[config.mk]
export PLATFORM = sky130hd
export DESIGN_NAME = bht_predictor_flat
export DESIGN_NICKNAME = d
export VERILOG_FILES = /design/src/rtl/bht_predictor_if.sv /design/src/rtl/bht_predictor.sv /design/src/flat_wrapper.sv
export SDC_FILE = /design/constraint.sdc
export NUM_CORES = 1
export LEC_CHECK = 0
export BUFFER_PORTS_ARGS = -buffer_cell sky130_fd_sc_hd__buf_2
export CAP_MARGIN = 25
export CORE_MARGIN = 4
export CORE_UTILIZATION = 56
export CTS_BUF_LIST = sky130_fd_sc_hd__clkbuf_4
export CTS_CLUSTER_DIAMETER = 80
export DETAILED_ROUTE_END_ITERATION = 6
export PLACE_DENSITY = 0.81
export SYNTH_ARGS = -nofsm -noshare
export SYNTH_HDL_FRONTEND = slang
export SYNTH_SLANG_ARGS = --single-unit
[constraint.sdc]
create_clock -name clk -period 2.7 [get_ports clk]
set_clock_uncertainty 0.15 [all_clocks]
set_input_delay 0.54 -clock clk [delete_from_list [all_inputs] [get_ports clk]]
set_output_delay 0.54 -clock clk [all_outputs]
set_load 0.05 [all_outputs]
[src/rtl/bht_predictor_if.sv]
// ID/EX-side signal bundle for the branch history table; master drives the
// pipeline controls and resolutions, slave (the predictor) returns predictions.
interface bht_predictor_if #(
    parameter int PC_WIDTH = 32
);
    logic                id_is_branch;
    logic [PC_WIDTH-1:0] id_pc;
    logic                stall;
    logic                flush;
    logic                ex_update;
    logic                ex_taken;
    logic                pred_taken;
    logic                ex_pred_taken;
    logic                mispredict;

    modport master (
        output id_is_branch,
        output id_pc,
        output stall,
        output flush,
        output ex_update,
        output ex_taken,
        input  pred_taken,
        input  ex_pred_taken,
        input  mispredict
    );

    modport slave (
        input  id_is_branch,
        input  id_pc,
        input  stall,
        input  flush,
        input  ex_update,
        input  ex_taken,
        output pred_taken,
        output ex_pred_taken,
        output mispredict
    );
endinterface

[src/rtl/bht_predictor.sv]
// Per-PC saturating-counter branch predictor: combinational ID read, EX-aligned prediction, update at resolution.
// Define BHT_GSHARE_EN to XOR the table index with a non-speculative global history register.
module bht_predictor #(
    parameter int PC_WIDTH   = 32,
    parameter int INDEX_BITS = 4,
    parameter int CTR_BITS   = 2,
    parameter int CTR_INIT   = 1
) (
    input  logic             clk,
    input  logic             rst,
    bht_predictor_if.slave   bus
);
    localparam int ENTRIES = 1 << INDEX_BITS;

    localparam logic [CTR_BITS-1:0] CTR_RST = CTR_BITS'(CTR_INIT);
    localparam logic [CTR_BITS-1:0] CTR_MAX = {CTR_BITS{1'b1}};
    localparam logic [CTR_BITS-1:0] CTR_MIN = '0;
    localparam logic [CTR_BITS-1:0] CTR_ONE = CTR_BITS'(1);

    logic [CTR_BITS-1:0]   ctr [ENTRIES];
    logic [INDEX_BITS-1:0] pc_idx;
    logic [INDEX_BITS-1:0] id_idx;
    logic [INDEX_BITS-1:0] ex_idx;
    logic                  ex_pred_q;
    logic [CTR_BITS-1:0]   ex_ctr;
    logic [CTR_BITS-1:0]   ctr_next;
    logic                  id_ctr_msb;

    // Only the word-aligned index bits of the PC select an entry; the rest are ignored.
    assign pc_idx = bus.id_pc[INDEX_BITS+1:2];

    logic unused_pc_bits;
    assign unused_pc_bits = ^{bus.id_pc[PC_WIDTH-1:INDEX_BITS+2], bus.id_pc[1:0]};

`ifdef BHT_GSHARE_EN
    logic [INDEX_BITS-1:0] ghr;

    assign id_idx = pc_idx ^ ghr;

    generate
        if (INDEX_BITS == 1) begin : g_ghr_one
            always_ff @(posedge clk or posedge rst) begin
                if (rst) begin
                    ghr <= '0;
                end else if (bus.ex_update) begin
                    ghr <= bus.ex_taken;
                end
            end
        end else begin : g_ghr_shift
            always_ff @(posedge clk or posedge rst) begin
                if (rst) begin
                    ghr <= '0;
                end else if (bus.ex_update) begin
                    ghr <= {ghr[INDEX_BITS-2:0], bus.ex_taken};
                end
            end
        end
    endgenerate
`else
    assign id_idx = pc_idx;
`endif

    // Read sees the pre-update value even when EX writes the same entry this cycle.
    assign id_ctr_msb = ctr[id_idx][CTR_BITS-1];

    always_comb begin
        bus.pred_taken = 1'b0;
        if (!rst) begin
            bus.pred_taken = bus.id_is_branch && id_ctr_msb;
        end
    end

    always_comb begin
        bus.mispredict = 1'b0;
        if (!rst) begin
            bus.mispredict = bus.ex_update && (bus.ex_taken != ex_pred_q);
        end
    end

    assign bus.ex_pred_taken = ex_pred_q;

    // Stall wins over flush; a flushed slot carries no prediction into EX.
    always_ff @(posedge clk or posedge rst) begin
        if (rst) begin
            ex_pred_q <= 1'b0;
            ex_idx    <= '0;
        end else if (bus.stall) begin
            ex_pred_q <= ex_pred_q;
            ex_idx    <= ex_idx;
        end else if (bus.flush) begin
            ex_pred_q <= 1'b0;
        end else begin
            ex_pred_q <= bus.pred_taken;
            ex_idx    <= id_idx;
        end
    end

    assign ex_ctr = ctr[ex_idx];

    always_comb begin
        ctr_next = ex_ctr;
        if (bus.ex_taken) begin
            if (ex_ctr != CTR_MAX) begin
                ctr_next = ex_ctr + CTR_ONE;
            end
        end else begin
            if (ex_ctr != CTR_MIN) begin
                ctr_next = ex_ctr - CTR_ONE;
            end
        end
    end

    // Updates are independent of stall: the resolving branch already sits in EX.
    always_ff @(posedge clk or posedge rst) begin
        if (rst) begin
            for (int i = 0; i < ENTRIES; i++) begin
                ctr[i] <= CTR_RST;
            end
        end else if (bus.ex_update) begin
            ctr[ex_idx] <= ctr_next;
        end
    end

endmodule
[src/flat_wrapper.sv]
// flat-port wrapper written by rule: the top's interface ports become plain ports
module bht_predictor_flat 
#(
    parameter int PC_WIDTH   = 32,
    parameter int INDEX_BITS = 4,
    parameter int CTR_BITS   = 2,
    parameter int CTR_INIT   = 1
)
  (clk, rst, bus_id_is_branch, bus_id_pc, bus_stall, bus_flush, bus_ex_update, bus_ex_taken, bus_pred_taken, bus_ex_pred_taken, bus_mispredict);
  bht_predictor_if #(.PC_WIDTH(PC_WIDTH)) bus_i ();
  input  logic clk;
  input  logic rst;
  input wire logic [$bits(bus_i.id_is_branch)-1:0] bus_id_is_branch;
  input wire logic [$bits(bus_i.id_pc)-1:0] bus_id_pc;
  input wire logic [$bits(bus_i.stall)-1:0] bus_stall;
  input wire logic [$bits(bus_i.flush)-1:0] bus_flush;
  input wire logic [$bits(bus_i.ex_update)-1:0] bus_ex_update;
  input wire logic [$bits(bus_i.ex_taken)-1:0] bus_ex_taken;
  output wire logic [$bits(bus_i.pred_taken)-1:0] bus_pred_taken;
  output wire logic [$bits(bus_i.ex_pred_taken)-1:0] bus_ex_pred_taken;
  output wire logic [$bits(bus_i.mispredict)-1:0] bus_mispredict;
  assign bus_i.id_is_branch = bus_id_is_branch;
  assign bus_i.id_pc = bus_id_pc;
  assign bus_i.stall = bus_stall;
  assign bus_i.flush = bus_flush;
  assign bus_i.ex_update = bus_ex_update;
  assign bus_i.ex_taken = bus_ex_taken;
  assign bus_pred_taken = bus_i.pred_taken;
  assign bus_ex_pred_taken = bus_i.ex_pred_taken;
  assign bus_mispredict = bus_i.mispredict;
  bht_predictor #(.PC_WIDTH(PC_WIDTH), .INDEX_BITS(INDEX_BITS), .CTR_BITS(CTR_BITS), .CTR_INIT(CTR_INIT)) u_core (.clk(clk), .rst(rst), .bus(bus_i));
endmodule
# Word-level counts from Yosys, hierarchy flattened
# Index checks and enable logic that the tools add are counted.
dict set report op_classes {
  eq_ne 2
  addsub 2
  bitwise 4
  reduce_logical 5
  order_cmp 3
  muxes 15
}
# operator count
set ops {}
lappend ops {{bitwise mux 32 bit} 1}
lappend ops {{binary-select mux 2 bit (select 4 bit)} 2}
lappend ops {{2-to-1 mux 2 bit} 8}
lappend ops {{greater-or-equal comparator 5 bit, second input constant} 2}
lappend ops {{NOT 4 -> 5 bit} 2}
lappend ops {{demux 2 bit (select 4 bit)} 1}
lappend ops {{less-than comparator 5 x 1 -> 1 bit, second input constant} 1}
lappend ops {{logical AND 1 bit} 3}
lappend ops {{2-to-1 mux 1 bit} 3}
lappend ops {{adder 2 x 1 -> 2 bit, second input constant} 1}
lappend ops {{inequality test 2 bit, second input constant} 1}
lappend ops {{NOT 1 bit} 2}
lappend ops {{AND reduction 2 bit} 1}
lappend ops {{nonzero test 2 bit} 1}
lappend ops {{subtractor 2 x 1 -> 2 bit, second input constant} 1}
lappend ops {{inequality test 1 bit} 1}
dict set report word_totals {
  ff_bits 37
  in_bits 39
  word_cells 49
  output_inout_bits 3
}

# Longest topological paths before layout
dict set report logic_depth {
  word_depth 8
  mapped_depth 7
  ltp_nobuf 5
}

# Worst setup path before layout
# OpenSTA, ideal clock, no wires.
dict set report synth_timing {
  path_kind {input-to-output}
  startpoint {input rst}
  endpoint {output bus_pred_taken}
  setup_slack_ns -0.637
  arrival_ns 2.647
  n_path_buf 0
  required_time_ns 2.010
  path_stages 3
  cell_sequence {inv_1 > nand3_1 > o21ai_0}
}
dict set report synth_between {
  elab_chain_len 1
}
# element line
set synth_rtl {}
lappend synth_rtl {{start: declaration} flat_wrapper.sv:12} ;# input logic rst;
lappend synth_rtl {{2-to-1 mux 1 bit} bht_predictor.sv:68} ;# if (!rst) begin
lappend synth_rtl {{end: declaration} flat_wrapper.sv:19} ;# output wire logic [$bits(bus_i.pred_taken)-1:0] bus_pred_taken;
# Every way passes these cells.

# Final worst setup path
dict set report layout_timing {
  startpoint {input bus_id_pc[2]}
  endpoint {output bus_pred_taken}
}
dict set report layout_between {
  elab_chain_len 6
}
# element line
set layout_rtl {}
lappend layout_rtl {{start: declaration} flat_wrapper.sv:14} ;# input wire logic [$bits(bus_i.id_pc)-1:0] bus_id_pc;
lappend layout_rtl {{NOT 4 -> 5 bit (implied by the code)} bht_predictor.sv:64} ;# assign id_ctr_msb = ctr[id_idx][CTR_BITS-1];
lappend layout_rtl {{binary-select mux 2 bit (select 4 bit)} bht_predictor.sv:64}
lappend layout_rtl {{2-to-1 mux 2 bit (implied by the code) (2 in a row)} bht_predictor.sv:64}
lappend layout_rtl {{logical AND 1 bit} bht_predictor.sv:69} ;# bus.pred_taken = bus.id_is_branch && id_ctr_msb;
lappend layout_rtl {{2-to-1 mux 1 bit} bht_predictor.sv:68}
# Every way passes these cells. The select of a mux whose other input is x is not followed.

==> results.toml <==
[routing]
drt-initial-drc-count = 146
routedWlPerCell_um = 18.95
final_antenna_net_count = 0
drt-total-wl_mm = 4.301
vias = 1420
viasPerCell = 6.256
first_pass_iters = 4
route.detailed.drc = 0

[die]
dieArea_um2 = 4631
core-area_um2 = 3416
die_w_um = 68.05
die_h_um = 68.05
start_util_pct = 59.12
rows = 21
pin_count = 42

[yosys]
synth_cell_types = 33
yosysMostFrequentCell = "mux2_2"
ys_seq_area_share_pct = 46.84
yosysTopAreaCellShare_pct = 26.02
synth_edf_count = 0
synth.area.top_cells = "dfrtp_1 (26%), dfstp_2 (21%), mux2_2 (16%)"
synth_flop_cell = "dfrtp_1"
synth_nets = 200
synthArstFlopShare_pct = 100.0
synth_top_family_by_area = "multiplexers"
synth_area_leader_cell = "dfrtp_1"
synth_compound_area_share_pct = 6.010
synthMuxAreaShare_pct = 30.73
syn_area_per_cell_um2 = 12.54
yosys.area_share.adder_pct = 0.5576
yosys_warnings = 0
synth-seq-cells = 37
syn_area_um2 = 2019
synth-xor-area-share_pct = 0.4337
synth_common_cells = "mux2_2 (29), dfrtp_1 (21), nor2_1 (19), dfstp_2 (16)"
synth-simple-area-share_pct = 13.38
syn-instance-count = 161

[setup_path]
endpoint_kind = "output port"
path_max_fanout = 5
critPathArrivalTime_ns = 1.93
slowest_stage = "mux4_2"
critPathMaxStageDelay_ns = 0.53
critical_path.cell_chain = "buf_2 -> mux4_2 -> mux2_2 -> nand4b_1 -> o21ai_1 -> buf_4"
cp-start-kind = "input port"
cp_data_required_time_ns = 2.01
crit_type = "input port to output port"

[grt]
grt_usage_pct = 21.75
grt-ovfl-total = 0
grt_pass1_vias = 1488
grt_max_degree = 17
grt_pass1_wl_mm = 7.272
antenna_found_initial = 0

[power_and_ir_drop]
ir_drop_uv = 502.5
powerDensity_nw_per_um2 = 909.6
power_uw = 2014
cellLeakagePower_uw = 0.0009565

[min_path]
hold_class = "input port to flip-flop"

[status]
status = "finished, final reports clean"

[clock_network]
cts_tree = "done"
clk_pin_slew_ns = 0.10
clk_path_buf_depth = 2
htreeDepth = 2
root_buffer = "clkbuf_4"
cts_buffers = 5
clk_latency_ns = 0.35
clock-sinks = 37

[sta]
max_slew_margin_pct = 65.97
min_period_ns = 2.620
rsz0062_at_grt = "false"
drv_slew = 0
fmax_ghz = 0.3817
setup_viol = 0
finalCritPeriodShare_pct = 97.04
finalHoldViolations = 0
fin_setup_tns_ns = 0
tightest_slew_ns = 0.5105

[finish]
final_nets = 219
layout-drive-gt1-share_pct = 44.75
design_area_um2 = 2215
finish.utilization_pct = 64.84
fill_cells = 263
syn_to_final_growth_pct = 9.665
antennaDiodeCount = 0

[placed_design]
place_hpwl_mm = 3.259
globalplace.congestion = 0.8781
post_dp_cell_area_um2 = 2146
portBuffers = 13

[flow_run]
max-cap-violations = 0
==> path summary, 6_finish.rpt <==
kind	start	to	slack (ns)	depth (start not counted)
worst max-delay path	bus_id_pc[2]	bus_pred_taken	0.08	6
worst min-delay path	bus_stall	u_core.bus.ex_pred_taken	0.30	2
worst max register to register	u_core.ex_idx[1]	u_core.ctr[20]	0.20	4
worst min register to register	u_core.ctr[11]	u_core.ctr[11]	0.40	1
max in group asynchronous	rst	u_core.ctr[28]	1.38	4
min in group asynchronous	rst	u_core.ex_idx[1]	0.49	3
==> worst max-delay path, delay by kind of cell <==
| family | cells | cell delay, ns |
|---|---|---|
| compound gates | 1 | 0.09 |
| simple gates | 1 | 0.10 |
| mux | 2 | 0.81 |
| buf+inv | 2 | 0.39 |
==> cells by family (layout without fill, tap and decap cells) <==
family                   Yosys count  after routing
AO/OA/AOI/OAI                     16             16
buffers and inverters              8             28
XOR/XNOR                           1              1
multiplexers                      46             46
AND/OR/NAND/NOR                   52             52
adder cells (fa/ha/maj)            1              1
flip-flops                        37             37
==> where the power goes <==
group,internal [µW],switching [µW]
clock,120,173
combinational,396,321
sequential,845,159
total,1360,653
==> cell usage in the layout, fill, tap and decap left out, types with 6 or more instances in the layout <==
master,n
mux2_2,29
dfstp_2,16
nor2_1,19
buf_2,12
mux4_2,8
mux2_1,6
buf_4,6
a22o_1,9
dfrtp_1,21
clkbuf_4,7
nand2_1,9
==> per-stage QoR <==
stage	hold slack [ns]	cells	setup slack, ns
3_5_place_dp	0.3237	218	0.07088
6_report	0.3003	227	0.07991
5_1_grt	0.2955	227	0.02534
3_3_place_gp	0.3148	218	0.1092
4_1_cts	0.2879	227	0.05917
2_1_floorplan	0.3398	161	0.1583
==> state kept, by name, indices dropped and copies added (netlist names) <==
signal                    count
u_core.bus.ex_pred_taken      1
u_core.ctr                   32
u_core.ex_idx                 4
==> final cells by class <==
type / instances / area [µm²] / area share [%]
clock inverter: 1 / 3.754 / 0.1695
clock buffer: 7 / 52.55 / 2.373
tap: 46 / 57.56 / 2.599
inverter: 1 / 7.507 / 0.3390
multi-input combinational: 116 / 1032 / 46.61
sequential: 37 / 945.9 / 42.71
timing repair buffer: 19 / 115.1 / 5.198
==> layer usage <==
layer,global-route usage [%],up-vias,routed length (µm)
met5,0,-,0
met4,10.92,0,108
met3,5.419,14,316
met2,35.26,69,2143
met1,26.89,700,1732
li1,-,637,-
==> what timing repair did <==
item                                    4_1_cts  5_1_grt
endpoints found under the setup margin        0        1
resized for setup                             0        2
buffers inserted                              0        0
hold buffers                                  1        0
endpoints found under the hold margin         1        0
Note: power is estimated with default switching activity, not from simulation.
